--- config.mk ---
export PLATFORM = sky130hd
export DESIGN_NAME = cmpt_inst_encdr
export DESIGN_NICKNAME = d
export VERILOG_FILES = /design/src/rtl/cmpt_pkg.sv /design/src/rtl/cmpt_iss_fifo.sv /design/src/rtl/cmpt_inst_encdr.sv
export SDC_FILE = /design/constraint.sdc
export NUM_CORES = 1
export LEC_CHECK = 0
export CAP_MARGIN = 25
export CORE_AREA = 2 2 125 90
export DETAILED_ROUTE_END_ITERATION = 10
export DIE_AREA = 0 0 127 92
export GPL_TIMING_DRIVEN = 0
export HOLD_SLACK_MARGIN = 0.03
export PLACE_DENSITY = 0.83
export SYNTH_ARGS = -nofsm -noshare
export SYNTH_HDL_FRONTEND = slang
export SYNTH_SLANG_ARGS = --single-unit
--- constraint.sdc ---
create_clock -name clk -period 5.6 [get_ports clk]
set_input_delay 1.12 -clock clk [delete_from_list [all_inputs] [get_ports clk]]
set_output_delay 1.12 -clock clk [all_outputs]
set_load 0.05 [all_outputs]
--- src/rtl/cmpt_pkg.sv ---
// Shared types and word layout for the compute instruction encoder/issuer.
package cmpt_pkg;

  typedef enum logic [1:0] {
    UNIT_ALU = 2'b00,
    UNIT_MUL = 2'b01,
    UNIT_SHF = 2'b10,
    UNIT_ILL = 2'b11
  } unit_e;

  localparam int WORD_W  = 21;
  localparam int UNIT_HI = 20;
  localparam int UNIT_LO = 19;
  localparam int HC_HI   = 18;
  localparam int HC_LO   = 17;
  localparam int CTL_HI  = 18;
  localparam int CTL_LO  = 12;
  localparam int WA_HI   = 11;
  localparam int WA_LO   = 8;
  localparam int RX_HI   = 7;
  localparam int RX_LO   = 4;
  localparam int RY_HI   = 3;
  localparam int RY_LO   = 0;

  typedef struct packed {
    logic [WORD_W-1:0] word;
    logic              flt;
    logic              wflag;
    logic              rxu;
    logic              ryu;
  } entry_t;

  localparam int ENTRY_W = $bits(entry_t);

endpackage

--- src/rtl/cmpt_iss_fifo.sv ---
// Synchronous request FIFO with occupancy count; power-of-two depth so pointers wrap naturally.
module cmpt_iss_fifo #(
  parameter int DEPTH = 4,
  parameter int W     = 8
) (
  input  logic                     clk,
  input  logic                     rst_n,
  input  logic                     push_i,
  input  logic [W-1:0]             wdata_i,
  input  logic                     pop_i,
  output logic [W-1:0]             rdata_o,
  output logic [$clog2(DEPTH):0]   count_o,
  output logic                     full_o,
  output logic                     empty_o
);

  localparam int AW = $clog2(DEPTH);
  localparam int CW = AW + 1;
  localparam logic [AW-1:0] PONE = 1;
  localparam logic [CW-1:0] CONE = 1;

  logic [W-1:0]  mem_q [DEPTH];
  logic [AW-1:0] wptr_q, rptr_q;
  logic [CW-1:0] count_q, count_d;
  logic          do_push, do_pop;

  assign full_o  = (count_q == CW'(DEPTH));
  assign empty_o = (count_q == '0);
  assign count_o = count_q;
  assign rdata_o = mem_q[rptr_q];

  assign do_push = push_i & ~full_o;
  assign do_pop  = pop_i & ~empty_o;

  always_comb begin
    count_d = count_q;
    unique case ({do_push, do_pop})
      2'b10:   count_d = count_q + CONE;
      2'b01:   count_d = count_q - CONE;
      default: count_d = count_q;
    endcase
  end

  always_ff @(posedge clk or negedge rst_n) begin
    if (!rst_n) begin
      wptr_q  <= '0;
      rptr_q  <= '0;
      count_q <= '0;
    end else begin
      if (do_push) wptr_q <= wptr_q + PONE;
      if (do_pop)  rptr_q <= rptr_q + PONE;
      count_q <= count_d;
    end
  end

  always_ff @(posedge clk) begin
    if (do_push) mem_q[wptr_q] <= wdata_i;
  end

endmodule

--- src/rtl/cmpt_inst_encdr.sv ---
// Packs field-level compute requests into the 21-bit compute word, queues them,
// and issues one per cycle, inserting a bubble on read-after-write to the previous issue.
module cmpt_inst_encdr
  import cmpt_pkg::*;
#(
  parameter int DEPTH = 4,
  parameter int CNTW  = 16
) (
  input  logic              clk,
  input  logic              rst,
  input  logic              req_vld,
  output logic              req_rdy,
  input  logic [1:0]        req_unit,
  input  logic              req_float,
  input  logic [6:0]        req_ctl,
  input  logic [3:0]        req_wa,
  input  logic [3:0]        req_ra0,
  input  logic [3:0]        req_ray,
  input  logic [1:0]        req_msc,
  input  logic              iss_hold,
  output logic              cpt_en,
  output logic              bt_26,
  output logic [WORD_W-1:0] bt_5t25,
  output logic              enc_err,
  output logic [CNTW-1:0]   stall_cnt
);

  localparam int CW = $clog2(DEPTH) + 1;
  localparam logic [CNTW-1:0] SONE = 1;

  unit_e             unit;
  logic [1:0]        cls;
  entry_t            new_ent, head;
  logic [ENTRY_W-1:0] fifo_rdata;
  logic [CW-1:0]     fifo_cnt;
  logic              fifo_full, fifo_empty;
  logic              accept, push, ill_acc;
  logic              conflict, can_go, issue, stall;

  logic              cpt_en_q, bt_26_q, enc_err_q, last_wv_q;
  logic [WORD_W-1:0] bt_5t25_q;
  logic [CNTW-1:0]   stall_cnt_q, stall_cnt_d;
  logic [3:0]        last_wa_q;

  assign unit    = unit_e'(req_unit);
  assign cls     = req_ctl[6:5];
  assign req_rdy = (fifo_cnt != CW'(DEPTH));
  assign accept  = req_vld & ~fifo_full;
  assign push    = accept & (unit != UNIT_ILL);
  assign ill_acc = accept & (unit == UNIT_ILL);

  always_comb begin
    new_ent = '0;
    new_ent.flt = req_float;
    new_ent.word[UNIT_HI:UNIT_LO] = req_unit;
    new_ent.word[WA_HI:WA_LO]     = req_wa;
    new_ent.word[RX_HI:RX_LO]     = req_ra0;
    new_ent.word[RY_HI:RY_LO]     = req_ray;
    unique case (unit)
      UNIT_ALU: new_ent.word[CTL_HI:CTL_LO] = req_ctl;
      UNIT_MUL: begin
        new_ent.word[CTL_HI:CTL_LO] = req_ctl;
        // Class 0 multiplies carry the sub-classification in place of Ry
        if (cls == 2'b00) new_ent.word[RY_HI:RY_LO] = {2'b00, req_msc};
      end
      UNIT_SHF: begin
        new_ent.word[HC_HI:HC_LO] = 2'b00;
        new_ent.word[16:15]       = req_ctl[4:3];
        new_ent.word[14:12]       = 3'b000;
      end
      default: ;
    endcase

    // Register-usage flags are derived from the packed word, as the decoder sees it
    unique case (unit)
      UNIT_ALU: begin
        new_ent.wflag = ~(~new_ent.word[18] & new_ent.word[12] & new_ent.word[14]);
        new_ent.rxu   = 1'b1;
        new_ent.ryu   = ~new_ent.word[16];
      end
      UNIT_MUL: begin
        new_ent.wflag = ~new_ent.word[16];
        new_ent.rxu   = (cls != 2'b00) | (new_ent.word[16] & (new_ent.word[1:0] != 2'b11));
        new_ent.ryu   = (cls != 2'b00);
      end
      UNIT_SHF: begin
        new_ent.wflag = 1'b1;
        new_ent.rxu   = 1'b1;
        new_ent.ryu   = ~new_ent.word[16];
      end
      default: ;
    endcase
  end

  cmpt_iss_fifo #(
    .DEPTH (DEPTH),
    .W     (ENTRY_W)
  ) u_fifo (
    .clk     (clk),
    .rst_n   (rst),
    .push_i  (push),
    .wdata_i (new_ent),
    .pop_i   (issue),
    .rdata_o (fifo_rdata),
    .count_o (fifo_cnt),
    .full_o  (fifo_full),
    .empty_o (fifo_empty)
  );

  assign head = entry_t'(fifo_rdata);

  assign conflict = last_wv_q &
                    ((head.rxu & (head.word[RX_HI:RX_LO] == last_wa_q)) |
                     (head.ryu & (head.word[RY_HI:RY_LO] == last_wa_q)));
  assign can_go = ~fifo_empty & ~iss_hold;
  assign issue  = can_go & ~conflict;
  assign stall  = can_go & conflict;

  always_comb begin
    stall_cnt_d = stall_cnt_q;
    if (stall && (stall_cnt_q != '1)) stall_cnt_d = stall_cnt_q + SONE;
  end

  // Output / issue stage
  always_ff @(posedge clk or negedge rst) begin
    if (!rst) begin
      cpt_en_q    <= 1'b0;
      bt_26_q     <= 1'b0;
      bt_5t25_q   <= '0;
      enc_err_q   <= 1'b0;
      stall_cnt_q <= '0;
      last_wv_q   <= 1'b0;
    end else begin
      cpt_en_q    <= issue;
      enc_err_q   <= ill_acc;
      stall_cnt_q <= stall_cnt_d;
      last_wv_q   <= issue & head.wflag;
      if (issue) begin
        bt_5t25_q <= head.word;
        bt_26_q   <= head.flt;
      end
    end
  end

  always_ff @(posedge clk) begin
    if (issue) last_wa_q <= head.word[WA_HI:WA_LO];
  end

  assign cpt_en    = cpt_en_q;
  assign bt_26     = bt_26_q;
  assign bt_5t25   = bt_5t25_q;
  assign enc_err   = enc_err_q;
  assign stall_cnt = stall_cnt_q;

endmodule

==> metrics.md <==
| Metric | Value |
|---|---|
| Run status | complete, no violations |
| EDFF count, synth | 104 |
| Final worst path period share | 63.2% |
| Power per Cell Area | 535 mW/mm^2 |
| Final ANT Viol Nets | 0 |
| GRT Util Overall | 23.0% |
| Unrepaired setup endpoints after global routing | no |
| Sequential area share after synthesis | 70.0% |
| Drt wl/cell | 20.8 um |
| Final setup fails | 0 |
| Post-cts gate resize count | 0 |
| Final Hold Fails | 0 |
| Clock Path Buffers | 2 |
| Gate Count Post-Synth | 352 |
| Worst Hold Depth | 1 |
| F_max | 283 MHz |
| Setup TNS | 0 ps |
| WL final | 12300 um |
| Max-Cap Viols | 0 |
| Min-Delay Endpoint | bt_5t25[6] |
| R2R Path End | u_fifo.count_o[2] |
| TritonCTS sink count | 152 |
| Synthesized area | 0.00618 mm^2 |
| Syn Nets | 387 |
| Worst EP arrival | 3800 ps |
| Cell variety after synth | 39 |
| Largest net degree at the start of global routing | 36 |
| Initial Utilization | 58.0% |
| Final Skew | 9.47 ps |
| Vias/cell | 5.82 |
| Ant. Diodes | 0 |
| I/O pin cnt | 69 |
| Met2 GRT Util | 36.3% |
| GRT met1 Usage | 30.9% |
| Area of the core | 0.0107 mm^2 |
| R2R Path Start | u_fifo.rptr_q[0] |
| Synth warnings | 0 |
| Pre-antenna DRT Iters | 5 |
| CP max FO | 13 |
| Total congestion overflow | 0 |
| Final net count | 479 |
| Class of the most critical setup path | in2reg |
| CP Capture Type | flop |
| Die ar. | 0.0117 mm^2 |
| CTS Hold Bufs | 0 |
| CTS tree | built |
| Tightest Hold Check Type | reg2reg |
| Relative slew slack | 44.0% |
| Post-synthesis register bit count | 152 |
| Setup slack, reg-to-reg | 2250 ps |
| H-tree depth | 4 |
| Reg clk slew, reported paths | 60 ps |
| Layout cell share with drive strength beyond 1 | 17.3% |
| Slew Limit Fails | 0 |
| Async S/R FF share, synth | 31.6% |
| Period minus WS final | 3540 ps |
| Clk root buf | clkbuf_16 |
| Vias in the first global route | 3604 |
| Antenna violations before repair | 0 |
| R2R cell count | 15 |
| Area delta synth->final | 24.7% |
| CTS buffer count | 17 |
| Chip width | 127 um |
| Worst-Skew Late Latency | 420 ps |
| Nature of the critical path startpoint | input port |
| Vias after detailed routing | 3454 |
| Postcts setup bufs | 0 |
| Min-delay src | bt_5t25[6] |
| Iter 0 DRT Violations | 326 |
| Placed wire-length estimate | 8220 um |
| Die height | 92 um |
| Post-Synthesis Mean Instance Area | 17.6 um^2 |
| GRT Max-Usage Layer | met2 |
| Post-route cell area | 0.00771 mm^2 |
| Worst vdd ir | 0.292 mV |
| Rows | 32 |
| Worst EP required | 5860 ps |
| First-pass GRT wire length | 19500 um |
| Met3 GRT Util | 6.71% |
| Dominant synthesized flop cell | edfxtp_1 |
| DRC viols | 0 |
| Least-Margin Pin Slew | 841 ps |
| DP Area | 0.00713 mm^2 |
| I/O Buffers | 68 |
| RD Place Congestion | 0.807 |
| P_leak | 0.00283 uW |
cells in the final DEF (no fill, tap or decap), drive strengths merged, types with 4 or more instances in the layout:
cell type / count
and2: 8
and3: 6
buf: 15
clkbuf: 29
clkdlybuf4s50: 67
clkinv: 4
dfrtp: 48
edfxtp: 104
ha: 6
inv: 11
mux2: 28
mux4: 23
nand2: 12
nand2b: 5
nand3: 12
nand4: 7
nor2: 4
nor2b: 9
nor3: 4
xnor2: 22
xor2: 10
layer usage:
metal  wire, um  vias to the layer above
met2       6230                      116
met3        601                       18
met4        193                        0
met5          0                        -
met1       5300                     1798
li1           -                     1522
cell type report:
type                       instances  area, um^2
tap                              136         170
clock inverter                     6        63.8
multi-input combinational        178        1730
clock buffer                      26         512
inverter                          10        37.5
fill                             673        2940
buffer                            12        88.8
timing repair buffer              73         781
sequential                       152        4320
cells in the mapped netlist (all sizes together), types with 6 or more instances:
library cell,instances,area (um^2)
edfxtp,104,3120
dfrtp,48,1200
mux2,28,315
mux4,23,518
xnor2,22,193
nand2,12,45.0
nand3,12,60.1
inv,10,37.5
xor2,10,87.6
buf,9,77.6
nor2b,9,56.3
and2,8,50.1
nand4,7,43.8
and3,6,37.5
ha,6,75.1
worst max-delay path: stages:
cell and delay [ps]:
clkdlybuf4s50_1 680, nand2b_1 320, nor3_1 650, mux2_2 470, a21bo_2 230, a21o_1 180
nand2_1 130
logic make-up (layout without fill, tap and decap cells):
| family | Yosys count | in the layout | share of synthesized area (%) |
|---|---|---|---|
| fa+ha+maj | 7 | 7 | 1.54 |
| compound gates | 15 | 15 | 1.82 |
| buf+inv | 22 | 127 | 2.04 |
| xor+xnor | 32 | 32 | 4.53 |
| mux | 52 | 52 | 13.6 |
| simple gates | 72 | 72 | 6.46 |
| flops | 152 | 152 | 70.0 |
how the worst max path moves through the flow:
stage,end,startpoint,cells after the start,slack (ps)
after detailed placement,u_fifo.mem_q[1][1],req_unit[1],7,1600
after CTS,u_fifo.mem_q[3][1],req_unit[1],7,2070
final,u_fifo.mem_q[0][1],req_unit[1],7,2060
after global routing,u_fifo.mem_q[0][1],req_unit[1],7,1930
after global placement,u_fifo.mem_q[0][10],req_unit[1],3,1740
after floorplan,u_fifo.count_o[2],u_fifo.rptr_q[0],15,2700
state kept, by name, indices dropped and copies added, names as in the netlist:
signal	count
bt_5t25	21
stall_cnt	16
u_fifo.wptr_q	2
enc_err	1
u_fifo.count_o	3
u_fifo.rptr_q	2
bt_26	1
u_fifo.mem_q	100
last_wv_q	1
last_wa_q	4
cpt_en	1
stage by stage:
step | util [%] | setup WS [ps] | hold slack (ps) | power [uW] | cells
after global placement | 66.0 | 1740 | 474 | 2960 | 556
final | 72.4 | 2060 | 488 | 4120 | 593
after floorplan | - | 2700 | 464 | 2570 | 352
after detailed placement | 67.0 | 1600 | 484 | 3040 | 561
after CTS | 72.4 | 2070 | 497 | 4150 | 593
after global routing | 72.4 | 1930 | 509 | 4290 | 593
power breakdown:
part	internal, uW	switching (uW)	leakage (uW)
clock	677	420	0.000283
combinational	599	832	0.000993
sequential	1470	118	0.00155
Power figures use the tool's default switching activity.
